==> src/rtl/sd_spi_card_responder_if.sv <==
`default_nettype none
// ============================================================================
//  Module      : sd_spi_card_responder_if
//  Description : Bundle of the SPI pins, decoded-command outputs and the
//                backing-store byte fetch bus of the SD SPI card responder.
//                master = host / system side, slave = card responder.
//  Ports       : sd_spi_clk/cs/mosi (host->card, async), sd_spi_miso
//                (card->host), card_ready, cmd_valid, cmd_index, cmd_arg,
//                rd_sec_addr, rd_req, rd_byte_idx (card->store), rd_data
//                (store->card, valid 1 cycle after rd_req).
//  Revision    : 1.0 - initial release
// ============================================================================
interface sd_spi_card_responder_if;
  logic        sd_spi_clk;
  logic        sd_spi_cs;
  logic        sd_spi_mosi;
  logic        sd_spi_miso;
  logic        card_ready;
  logic        cmd_valid;
  logic [5:0]  cmd_index;
  logic [31:0] cmd_arg;
  logic [31:0] rd_sec_addr;
  logic        rd_req;
  logic [8:0]  rd_byte_idx;
  logic [7:0]  rd_data;

  modport master (
    output sd_spi_clk, sd_spi_cs, sd_spi_mosi, rd_data,
    input  sd_spi_miso, card_ready, cmd_valid, cmd_index, cmd_arg,
           rd_sec_addr, rd_req, rd_byte_idx
  );

  modport slave (
    input  sd_spi_clk, sd_spi_cs, sd_spi_mosi, rd_data,
    output sd_spi_miso, card_ready, cmd_valid, cmd_index, cmd_arg,
           rd_sec_addr, rd_req, rd_byte_idx
  );
endinterface
`default_nettype wire

==> src/rtl/sd_spi_card_responder.sv <==
`default_nettype none
// ============================================================================
//  Module      : sd_spi_card_responder
//  Description : Card side of an SD SPI-mode link. Oversamples SCK/CS/MOSI in
//                clk_sd, decodes 48-bit command frames, answers with R1/R3/R7
//                and serves CMD17 single-block reads from a byte-wide store.
//  Ports       : clk_sd  - sole clock
//                reset_n - synchronous active-low reset
//                bus     - slave side of sd_spi_card_responder_if
//  Revision    : 1.0 - initial release
// ============================================================================
module sd_spi_card_responder #(
  parameter int          IDLE_POLLS = 2,
  parameter logic [31:0] OCR        = 32'hC0FF8000
) (
  input  logic                          clk_sd,
  input  logic                          reset_n,
  sd_spi_card_responder_if.slave        bus
);

  typedef enum logic [2:0] {
    ST_HUNT  = 3'd0,
    ST_CMD   = 3'd1,
    ST_RESP  = 3'd2,
    ST_TOKEN = 3'd3,
    ST_DATA  = 3'd4,
    ST_CRC   = 3'd5
  } state_t;

  localparam logic [7:0] c_idle_polls = 8'(IDLE_POLLS);

  // ---------------- input synchronisers and SCK edge detect -----------------
  logic [1:0] r_sck_s, r_cs_s, r_mosi_s;
  logic       r_sck_d;

  always_ff @(posedge clk_sd) begin
    if (!reset_n) begin
      r_sck_s  <= 2'b00;
      r_cs_s   <= 2'b11;
      r_mosi_s <= 2'b11;
      r_sck_d  <= 1'b0;
    end else begin
      r_sck_s  <= {r_sck_s[0],  bus.sd_spi_clk};
      r_cs_s   <= {r_cs_s[0],   bus.sd_spi_cs};
      r_mosi_s <= {r_mosi_s[0], bus.sd_spi_mosi};
      r_sck_d  <= r_sck_s[1];
    end
  end

  logic w_sck_rise, w_sck_fall, w_cs_high, w_mosi;
  assign w_sck_rise = r_sck_s[1] & ~r_sck_d;
  assign w_sck_fall = ~r_sck_s[1] & r_sck_d;
  assign w_cs_high  = r_cs_s[1];
  assign w_mosi     = r_mosi_s[1];

  // ---------------- state ---------------------------------------------------
  state_t          r_state;
  logic [47:0]     r_rx_sr;
  logic [7:0]      r_tx_sr;
  logic [5:0]      r_bit_cnt;     // frame bit count in CMD, bit-in-byte in TX
  logic [8:0]      r_byte_cnt;    // data byte currently being loaded
  logic [7:0][7:0] r_q;           // response queue, entry 0 is the Ncr filler
  logic [2:0]      r_q_len;
  logic [2:0]      r_q_idx;       // queue pointer, reused as CRC byte count
  logic            r_is_read;
  logic            r_card_ready;
  logic            r_app;
  logic [7:0]      r_poll;
  logic            r_frame_done;
  logic            r_cmd_valid;
  logic [5:0]      r_cmd_index;
  logic [31:0]     r_cmd_arg;
  logic [31:0]     r_rd_sec_addr;
  logic            r_rd_req;
  logic            r_rd_req_d;
  logic [8:0]      r_rd_byte_idx;
  logic [7:0]      r_hold;

  // Complete frame as it stands on the 48th rising edge.
  logic [47:0] w_frame;
  logic [5:0]  w_cmd_idx;
  logic [31:0] w_cmd_arg;
  assign w_frame   = {r_rx_sr[46:0], w_mosi};
  assign w_cmd_idx = w_frame[45:40];
  assign w_cmd_arg = w_frame[39:8];

  // ---------------- response builder ---------------------------------------
  logic [7:0]      w_r1;
  logic [7:0][7:0] w_q;
  logic [2:0]      w_q_len;
  logic            w_is_read, w_set_ready, w_clr_ready;
  logic            w_poll_inc, w_poll_clr, w_app_next;

  assign w_r1 = {7'b0, ~r_card_ready};

  always_comb begin
    w_q         = {8{8'hFF}};
    w_q[1]      = w_r1 | 8'h04;   // illegal command unless overridden below
    w_q_len     = 3'd2;
    w_is_read   = 1'b0;
    w_set_ready = 1'b0;
    w_clr_ready = 1'b0;
    w_poll_inc  = 1'b0;
    w_poll_clr  = 1'b0;
    w_app_next  = 1'b0;
    case (w_cmd_idx)
      6'd0: begin
        w_q[1]      = 8'h01;
        w_clr_ready = 1'b1;
        w_poll_clr  = 1'b1;
      end
      6'd8: begin
        w_q[1]  = w_r1;
        w_q[2]  = 8'h00;
        w_q[3]  = 8'h00;
        w_q[4]  = {4'h0, w_cmd_arg[11:8]};
        w_q[5]  = w_cmd_arg[7:0];
        w_q_len = 3'd6;
      end
      6'd55: begin
        w_q[1]     = w_r1;
        w_app_next = 1'b1;
      end
      6'd41: begin
        if (r_app) begin
          if (r_poll < c_idle_polls) begin
            w_q[1]     = 8'h01;
            w_poll_inc = 1'b1;
          end else begin
            w_q[1]      = 8'h00;
            w_set_ready = 1'b1;
          end
        end
      end
      6'd58: begin
        w_q[1]  = w_r1;
        w_q[2]  = OCR[31:24];
        w_q[3]  = OCR[23:16];
        w_q[4]  = OCR[15:8];
        w_q[5]  = OCR[7:0];
        w_q_len = 3'd6;
      end
      6'd17: begin
        if (r_card_ready) begin
          w_q[1]    = 8'h00;
          w_q[2]    = 8'hFF;      // Nac gap before the data token
          w_q_len   = 3'd3;
          w_is_read = 1'b1;
        end else begin
          w_q[1] = 8'h05;
        end
      end
      default: ;
    endcase
  end

  // ---------------- main FSM ------------------------------------------------
  always_ff @(posedge clk_sd) begin
    if (!reset_n) begin
      r_state       <= ST_HUNT;
      r_rx_sr       <= '1;
      r_tx_sr       <= 8'hFF;
      r_bit_cnt     <= '0;
      r_byte_cnt    <= '0;
      r_q           <= {8{8'hFF}};
      r_q_len       <= '0;
      r_q_idx       <= '0;
      r_is_read     <= 1'b0;
      r_card_ready  <= 1'b0;
      r_app         <= 1'b0;
      r_poll        <= '0;
      r_frame_done  <= 1'b0;
      r_cmd_valid   <= 1'b0;
      r_cmd_index   <= '0;
      r_cmd_arg     <= '0;
      r_rd_sec_addr <= '0;
      r_rd_req      <= 1'b0;
      r_rd_req_d    <= 1'b0;
      r_rd_byte_idx <= '0;
      r_hold        <= '0;
    end else begin
      r_frame_done <= 1'b0;
      r_cmd_valid  <= r_frame_done;
      r_rd_req     <= 1'b0;
      r_rd_req_d   <= r_rd_req;
      if (r_rd_req_d) r_hold <= bus.rd_data;

      if (w_cs_high) begin
        r_state    <= ST_HUNT;
        r_rx_sr    <= '1;
        r_tx_sr    <= 8'hFF;
        r_bit_cnt  <= '0;
        r_byte_cnt <= '0;
        r_q_idx    <= '0;
      end else begin
        case (r_state)
          ST_HUNT: begin
            if (w_sck_rise) begin
              r_rx_sr <= w_frame;
              // start bit 0 followed by transmission bit 1
              if ({r_rx_sr[0], w_mosi} == 2'b01) begin
                r_state   <= ST_CMD;
                r_bit_cnt <= 6'd2;
              end
            end
          end

          ST_CMD: begin
            if (w_sck_rise) begin
              r_rx_sr <= w_frame;
              if (r_bit_cnt == 6'd47) begin
                r_cmd_index  <= w_cmd_idx;
                r_cmd_arg    <= w_cmd_arg;
                r_frame_done <= 1'b1;
                r_q          <= w_q;
                r_q_len      <= w_q_len;
                r_q_idx      <= '0;
                r_is_read    <= w_is_read;
                r_app        <= w_app_next;
                if (w_set_ready) r_card_ready <= 1'b1;
                if (w_clr_ready) r_card_ready <= 1'b0;
                if (w_poll_clr)  r_poll <= '0;
                if (w_poll_inc)  r_poll <= r_poll + 8'd1;
                if (w_is_read)   r_rd_sec_addr <= w_cmd_arg;
                r_bit_cnt    <= 6'd7;   // first falling edge is a byte boundary
                r_state      <= ST_RESP;
              end else begin
                r_bit_cnt <= r_bit_cnt + 6'd1;
              end
            end
          end

          default: begin
            if (w_sck_fall) begin
              if (r_bit_cnt != 6'd7) begin
                r_tx_sr   <= {r_tx_sr[6:0], 1'b1};
                r_bit_cnt <= r_bit_cnt + 6'd1;
              end else begin
                r_bit_cnt <= '0;
                case (r_state)
                  ST_RESP: begin
                    if (r_q_idx == r_q_len) begin
                      r_tx_sr <= 8'hFF;
                      r_rx_sr <= '1;
                      r_state <= ST_HUNT;
                    end else begin
                      r_tx_sr <= r_q[r_q_idx];
                      r_q_idx <= r_q_idx + 3'd1;
                      if (r_is_read && (r_q_idx == r_q_len - 3'd1))
                        r_state <= ST_TOKEN;
                    end
                  end
                  ST_TOKEN: begin
                    r_tx_sr       <= 8'hFE;
                    r_rd_req      <= 1'b1;
                    r_rd_byte_idx <= '0;
                    r_byte_cnt    <= '0;
                    r_state       <= ST_DATA;
                  end
                  ST_DATA: begin
                    r_tx_sr <= r_hold;
                    if (r_byte_cnt == 9'd511) begin
                      r_q_idx <= '0;
                      r_state <= ST_CRC;
                    end else begin
                      // fetch the next byte while this one shifts out
                      r_rd_req      <= 1'b1;
                      r_rd_byte_idx <= r_byte_cnt + 9'd1;
                      r_byte_cnt    <= r_byte_cnt + 9'd1;
                    end
                  end
                  ST_CRC: begin
                    r_tx_sr <= 8'hFF;
                    if (r_q_idx == 3'd2) begin
                      r_rx_sr <= '1;
                      r_state <= ST_HUNT;
                    end else begin
                      r_q_idx <= r_q_idx + 3'd1;
                    end
                  end
                  default: begin
                    r_tx_sr <= 8'hFF;
                    r_state <= ST_HUNT;
                  end
                endcase
              end
            end
          end
        endcase
      end
    end
  end

  assign bus.sd_spi_miso = r_tx_sr[7];
  assign bus.card_ready  = r_card_ready;
  assign bus.cmd_valid   = r_cmd_valid;
  assign bus.cmd_index   = r_cmd_index;
  assign bus.cmd_arg     = r_cmd_arg;
  assign bus.rd_sec_addr = r_rd_sec_addr;
  assign bus.rd_req      = r_rd_req;
  assign bus.rd_byte_idx = r_rd_byte_idx;

endmodule
`default_nettype wire

==> src/flat_wrapper.sv <==
// flat-port wrapper written by rule: the top's interface ports become plain ports
module sd_spi_card_responder_flat 
#(
  parameter int          IDLE_POLLS = 2,
  parameter logic [31:0] OCR        = 32'hC0FF8000
)
  (clk_sd, reset_n, bus_sd_spi_clk, bus_sd_spi_cs, bus_sd_spi_mosi, bus_rd_data, bus_sd_spi_miso, bus_card_ready, bus_cmd_valid, bus_cmd_index, bus_cmd_arg, bus_rd_sec_addr, bus_rd_req, bus_rd_byte_idx);
  sd_spi_card_responder_if bus_i ();
  input  logic clk_sd;
  input  logic reset_n;
  input wire logic [$bits(bus_i.sd_spi_clk)-1:0] bus_sd_spi_clk;
  input wire logic [$bits(bus_i.sd_spi_cs)-1:0] bus_sd_spi_cs;
  input wire logic [$bits(bus_i.sd_spi_mosi)-1:0] bus_sd_spi_mosi;
  input wire logic [$bits(bus_i.rd_data)-1:0] bus_rd_data;
  output wire logic [$bits(bus_i.sd_spi_miso)-1:0] bus_sd_spi_miso;
  output wire logic [$bits(bus_i.card_ready)-1:0] bus_card_ready;
  output wire logic [$bits(bus_i.cmd_valid)-1:0] bus_cmd_valid;
  output wire logic [$bits(bus_i.cmd_index)-1:0] bus_cmd_index;
  output wire logic [$bits(bus_i.cmd_arg)-1:0] bus_cmd_arg;
  output wire logic [$bits(bus_i.rd_sec_addr)-1:0] bus_rd_sec_addr;
  output wire logic [$bits(bus_i.rd_req)-1:0] bus_rd_req;
  output wire logic [$bits(bus_i.rd_byte_idx)-1:0] bus_rd_byte_idx;
  assign bus_i.sd_spi_clk = bus_sd_spi_clk;
  assign bus_i.sd_spi_cs = bus_sd_spi_cs;
  assign bus_i.sd_spi_mosi = bus_sd_spi_mosi;
  assign bus_i.rd_data = bus_rd_data;
  assign bus_sd_spi_miso = bus_i.sd_spi_miso;
  assign bus_card_ready = bus_i.card_ready;
  assign bus_cmd_valid = bus_i.cmd_valid;
  assign bus_cmd_index = bus_i.cmd_index;
  assign bus_cmd_arg = bus_i.cmd_arg;
  assign bus_rd_sec_addr = bus_i.rd_sec_addr;
  assign bus_rd_req = bus_i.rd_req;
  assign bus_rd_byte_idx = bus_i.rd_byte_idx;
  sd_spi_card_responder #(.IDLE_POLLS(IDLE_POLLS), .OCR(OCR)) u_core (.clk_sd(clk_sd), .reset_n(reset_n), .bus(bus_i));
endmodule
==> config.mk <==
export PLATFORM = sky130hd
export DESIGN_NAME = sd_spi_card_responder_flat
export DESIGN_NICKNAME = d
export VERILOG_FILES = /design/src/rtl/sd_spi_card_responder_if.sv /design/src/rtl/sd_spi_card_responder.sv /design/src/flat_wrapper.sv
export SDC_FILE = /design/constraint.sdc
export NUM_CORES = 1
export LEC_CHECK = 0
export BUFFER_PORTS_ARGS = -buffer_cell sky130_fd_sc_hd__clkbuf_2
export CAP_MARGIN = 15
export CORE_MARGIN = 3
export CORE_UTILIZATION = 43
export CTS_BUF_LIST = sky130_fd_sc_hd__clkbuf_8 sky130_fd_sc_hd__clkbuf_16
export CTS_CLUSTER_SIZE = 10
export DETAILED_ROUTE_END_ITERATION = 12
export PLACE_DENSITY = 0.73
export SKIP_LAST_GASP = 1
export SLEW_MARGIN = 40
export SYNTH_ARGS = -nofsm -noshare
export SYNTH_HDL_FRONTEND = slang
export SYNTH_SLANG_ARGS = --single-unit
==> constraint.sdc <==
create_clock -name clk_sd -period 2.5 [get_ports clk_sd]
set_input_delay 0.125 -clock clk_sd [delete_from_list [all_inputs] [get_ports clk_sd]]
set_output_delay 0.125 -clock clk_sd [all_outputs]
set_load 0.01 [all_outputs]
### After elaboration in Yosys (flattened, before gate mapping)

Index checks and enable logic that the tools add are counted.

* register bits after elaboration: 226
* input bits: 13
* output and inout bits: 83
* logic and storage cells: 178

* add/subtract/negate cells: 5
* magnitude comparators: 2
* eq/ne operators: 34
* multiplexer cells: 67
* bitwise operators: 13
* reduce and logical (&&, ||, !) cells: 28

Operator list (number)
* 2-to-1 mux 45 bit: 6
* one-hot mux 45 bit (2 select lines): 1
* 2-to-1 mux 3 bit: 19
* one-hot mux 24 bit (2 select lines): 1
* 2-to-1 mux 8 bit: 5
* 2-to-1 mux 6 bit: 6
* one-hot mux 8 bit (4 select lines): 1
* binary-select mux 8 bit (select 3 bit): 1
* equality test 6 bit (second input constant): 4
* one-hot mux 8 bit (3 select lines): 1
* AND reduction 5 bit: 4
* one-hot mux 3 bit (2 select lines): 3
* one-hot mux 9 bit (2 select lines): 1
* AND reduction 9 bit: 2
* 2-to-1 mux 1 bit: 16
* one-hot mux 8 bit (2 select lines): 1
* one-hot mux 3 bit (4 select lines): 1
* one-hot mux 6 bit (2 select lines): 1
* AND reduction 6 bit: 2
* NOT 1 bit: 11
* inequality test 2 x 1 -> 1 bit (second input constant): 5
* nonzero test 2 bit: 5
* adder 9 x 1 -> 9 bit (second input constant): 1
* equality test 3 x 2 -> 1 bit (second input constant): 3
* 36 further kinds: 48

### Logic depth before layout (Yosys ltp)

* depth in word-level cells: 9
* mapped depth: 11
* mapped depth without buffers: 9

### Worst setup path before layout

No wires, ideal clock.

* kind: register to register
* from: register u_core.r_q_idx[0]
* to: register u_core.r_rx_sr[10]
* setup time: 0.132 ns
* data arrival time: 2.168 ns
* data required time: 2.368 ns
* slack: 0.199 ns
* stages on the path, launching flop included: 10
* buffers on the path: 3
* clock period less this slack: 2.301 ns
* cell sequence: dfxtp_1 > buf_2 > buf_1 > inv_1 > ha_1 > nor2b_1 > o311a_1 > o221ai_2 > clkbuf_1 > a21oi_1

* word-level cells in the longest chain between the ends: 3
* elaborated cells between the ends (all ways): 5
* classes of those cells: eq/ne (4); reduce/logical (1)

RTL lines
* from (decl): RTL line sd_spi_card_responder.sv:64 `logic [2:0] r_q_idx;`
* from (signal assigned): RTL line sd_spi_card_responder.sv:248 `r_q_idx <= r_q_idx + 3'd1;`
* from (signal assigned): RTL line sd_spi_card_responder.sv:278 `r_q_idx <= r_q_idx + 3'd1;`
* equality test 3 x 2 -> 1 bit / equality test 3 bit (equally long branches): RTL line sd_spi_card_responder.sv:274, sd_spi_card_responder.sv:242
* inequality test 3 x 2 -> 1 bit (no source line)
* AND reduction 6 bit (no source line) (*)
* to (signal assigned): RTL line sd_spi_card_responder.sv:199 `r_rx_sr <= w_frame;`
* to (signal assigned): RTL line sd_spi_card_responder.sv:210 `r_rx_sr <= w_frame;`
* to (decl): RTL line sd_spi_card_responder.sv:58 `logic [47:0] r_rx_sr;`

Mark *: on every way between the ends. The rest lies on a longest branch, timed or not.
A chain may end at the register's enable or synchronous reset.

### Final worst setup path

* from: register u_core.r_byte_cnt[0]
* to: register u_core.r_byte_cnt[5]

* word-level cells in the longest chain between the ends: 3
* elaborated cells between the ends (all ways): 6
* classes of those cells: add/sub (1); eq/ne (2); mux (2); reduce/logical (1)

RTL lines
* from (decl): RTL line sd_spi_card_responder.sv:61 `logic [8:0] r_byte_cnt;`
* from (signal assigned): RTL line sd_spi_card_responder.sv:269 `r_byte_cnt <= r_byte_cnt + 9'd1;`
* adder 9 x 1 -> 9 bit / equality test 9 bit (equally long branches): RTL line sd_spi_card_responder.sv:269, sd_spi_card_responder.sv:262
* 2-to-1 mux 9 bit / inequality test 2 bit (equally long branches)
* one-hot mux 9 bit (2 select lines) / AND reduction 5 bit (equally long branches)

Parallel ways exist; a longest one is shown, timed or not. The select of a mux whose other input is x is not followed.

==> flow_metrics.env <==
export IMPL_synthCells=1026
export IMPL_setup_viol_count_final=0
export IMPL_max_freq_mhz=434
export IMPL_synthArstFlopShare=0
export IMPL_coreArea_sq_mm=0.0196
export IMPL_r2r_end="u_core.r_byte_cnt[5]"
export IMPL_ys_seq_area_frac=0.467
export IMPL_clk_latency_ps=500
export IMPL_detail_route_antenna_nets=0
export IMPL_start_kind="flip-flop"
export IMPL_multi_input_area_sq_mm=0.00423
export IMPL_r2r_setup_slack_ps=200
export IMPL_grt_max_degree=70
export IMPL_setup_worst_path_end_class="flip-flop"
export IMPL_cts_sinks=202
export IMPL_timing_slew_headroom=0.444
export IMPL_port_buffers=95
export IMPL_grt_use_total=0.190
export IMPL_area_growth_pct=17.6
export IMPL_setup_tns_ps=0
export IMPL_via_per_inst=5.40
export IMPL_ir_worst_vdd_mv=0.490
export IMPL_p_per_area_mw_per_mm2=630
export IMPL_netlist_area_sq_mm=0.00866
export IMPL_nets=1130
export IMPL_yosysWarnings=0
export IMPL_synth_edf_count=0
export IMPL_die_h_um=148
export IMPL_antenna_found_initial=0
export IMPL_rsz0062_at_grt="no"
export IMPL_synth_top_area_cell="dfxtp_1"
export IMPL_fillers=1854
export IMPL_dp_hpwl_mm=14.0
export IMPL_report_final_slew_viol_count=0
export IMPL_yosysMostFrequentCell="dfxtp_1"
export IMPL_num_antenna_cells=0
export IMPL_netlist_top_cells_count="dfxtp_1 (202), nand2_1 (177), nor2_1 (79)"
export IMPL_first_pass_iters=4
export IMPL_design_area_sq_mm=0.0102
export IMPL_worstHoldStart="reset_n"
export IMPL_min_to="u_core.bus.rd_req"
export IMPL_period_share=0.922
export IMPL_dieWidth_um=148
export IMPL_critPathSlowestCell="dfxtp_1"
export IMPL_synth_avg_cell_area_sq_um=8.44
export IMPL_numCtsBuffers=24
export IMPL_num_io_pins=96
export IMPL_synth_area_top_cells="dfxtp_1 (47%), nand2_1 (7.7%), a21boi_0 (5.2%), a21oi_1 (4.2%), nor2_1 (3.4%)"
export IMPL_cts_max_path_buffers=3
export IMPL_cts_root_buffer_cell="clkbuf_16"
export IMPL_r2r_start="u_core.r_byte_cnt[0]"
export IMPL_drive_gt1_frac=0.160
export IMPL_hp_class="primary input to flip-flop"
export IMPL_min_path_cells=4
export IMPL_clkTransAtPathRegs_ps=60
export IMPL_htree_num_levels=1
export IMPL_crit_path_frequent_cell="ha_1"
export IMPL_p_leak_nw=3.67
export IMPL_synth_ff_type="dfxtp_1"
export IMPL_grt_overflow_total=0
export IMPL_cp_arrival_ps=2680
export IMPL_status="complete, no violations"
export IMPL_ys_types=75
export IMPL_path_cells="ha_1 > nand3_2 > nor2_1 > ha_1 > nor4b_1 > o211ai_1 > buf_4 > inv_1 > nand2_1 > o21ai_0"
export IMPL_wl_mm=21.1
export IMPL_rows=51
export IMPL_drc_errors=0
export IMPL_crit_fanout=7
export IMPL_routabilityCongestion=0.901
export IMPL_period_needed_ps=2300
export IMPL_grt_pass1_vias=7104
export IMPL_ys_seq_elements=202
export IMPL_r2r_cells=10
export IMPL_cap_violations=0
export IMPL_synth_net_count=1046
export IMPL_die_area_sq_mm=0.0219
export IMPL_ff_latch_area_sq_mm=0.00404
export IMPL_drt_initial_drc_count=536
export IMPL_vias=7433
export IMPL_hold_viol=0
export IMPL_start_util=0.442
export IMPL_post_route_util=0.520
export IMPL_placed_area_sq_mm=0.00940
export IMPL_worst_pin_slew_ps=829
export IMPL_routedWlPerCell_um=15.3
export IMPL_grt_pass1_wl_mm=35.4
export IMPL_fin_skew_ps=8.48
export IMPL_critical_path_class="flip-flop to flip-flop"
export IMPL_cts_tree="done"
export IMPL_synth_top_area_share=0.467
export IMPL_crit_required_ps=2870
export IMPL_slowest_delay_ps=410
## stage by stage
step	cells	hold WS (ps)	setup WS, ps	power [mW]
2_1_floorplan	1026	226	199	3.38
3_3_place_gp	1338	306	198	3.41
3_5_place_dp	1338	314	147	3.41
4_1_cts	1377	81.2	123	6.48
5_1_grt	1377	115	1.92	6.63
6_report	1377	103	195	6.41
## layout make-up
type                    count  area share
inverters                  16     0.00590
flip-flops and latches    202       0.397
clock inverters             3     0.00381
repair buffers            137      0.0840
multi-input cells         729       0.415
well taps                 265      0.0326
clock buffers              25      0.0614
## sequential cells by signal (all words and copies together) (netlist names), 3 cells and up
register                flops
u_core.bus.cmd_index        6
u_core.bus.rd_byte_idx      9
u_core.bus.rd_sec_addr     32
u_core.r_tx_sr              8
u_core.r_rx_sr             45
u_core.r_hold               8
u_core.r_q                 17
u_core.bus.cmd_arg         32
u_core.r_q_idx              3
u_core.r_state              3
u_core.r_q_len              3
u_core.r_poll               8
u_core.r_byte_cnt           9
u_core.r_bit_cnt            6
## cell families after synthesis
logic type,Yosys count,synth area share
mux,19,0.0224
fa+ha+maj,7,0.0101
flops,202,0.467
buf+inv,95,0.0480
xor+xnor,11,0.0111
simple gates,427,0.232
compound gates,265,0.209
## worst max-delay path by stage
stage	end	startpoint	slack [ps]	depth (start not counted)
2_1_floorplan	u_core.r_rx_sr[10]	u_core.r_q_idx[0]	200	9
3_3_place_gp	u_core.bus.rd_byte_idx[0]	u_core.r_byte_cnt[0]	200	9
3_5_place_dp	u_core.bus.rd_byte_idx[2]	u_core.r_byte_cnt[0]	150	9
4_1_cts	u_core.bus.rd_byte_idx[0]	u_core.r_byte_cnt[0]	120	9
5_1_grt	u_core.r_byte_cnt[4]	u_core.r_byte_cnt[0]	2	10
6_report	u_core.r_byte_cnt[5]	u_core.r_byte_cnt[0]	200	10
## cells in the final DEF, fill, tap and decap left out, types with 18 or more instances in the layout
cell type	netlist	routed
nor3_1	56	56
clkbuf_16	0	25
nand2_1	177	177
dfxtp_1	202	202
a21boi_0	60	60
nand3_1	24	23
buf_4	4	28
nor2_1	79	79
o21ai_0	38	38
a21boi_1	18	18
clkbuf_2	0	94
a21oi_1	73	73
## critical path: cells and delay by family (launching register included)
kind / cells / cell delay (ps)
fa+ha+maj: 2 / 480
compound gates: 2 / 480
simple gates: 4 / 470
flops: 1 / 410
buf+inv: 2 / 310
## per-layer routing
metal | global-route usage | wire, um | vias up
li1 | - | - | 3738
met1 | 0.250 | 9610 | 3494
met2 | 0.324 | 10000 | 164
met3 | 0.0346 | 1040 | 37
met4 | 0.0503 | 394 | 0
met5 | 0 | 0 | -
## power breakdown
group	internal, mW	total [mW]	switching, mW
Clock	1.85	3.05	1.20
Sequential	3.23	3.23	0.00597
Combinational	0.0543	0.126	0.0714
## timing repair
action / in CTS / in global routing
setup endpoints to repair: 0 / 12
setup buffers: 0 / 0
resized for setup: 0 / 2
hold endpoints to repair: 11 / 0
hold buffers: 11 / 0
Power figures use the tool's default switching activity.
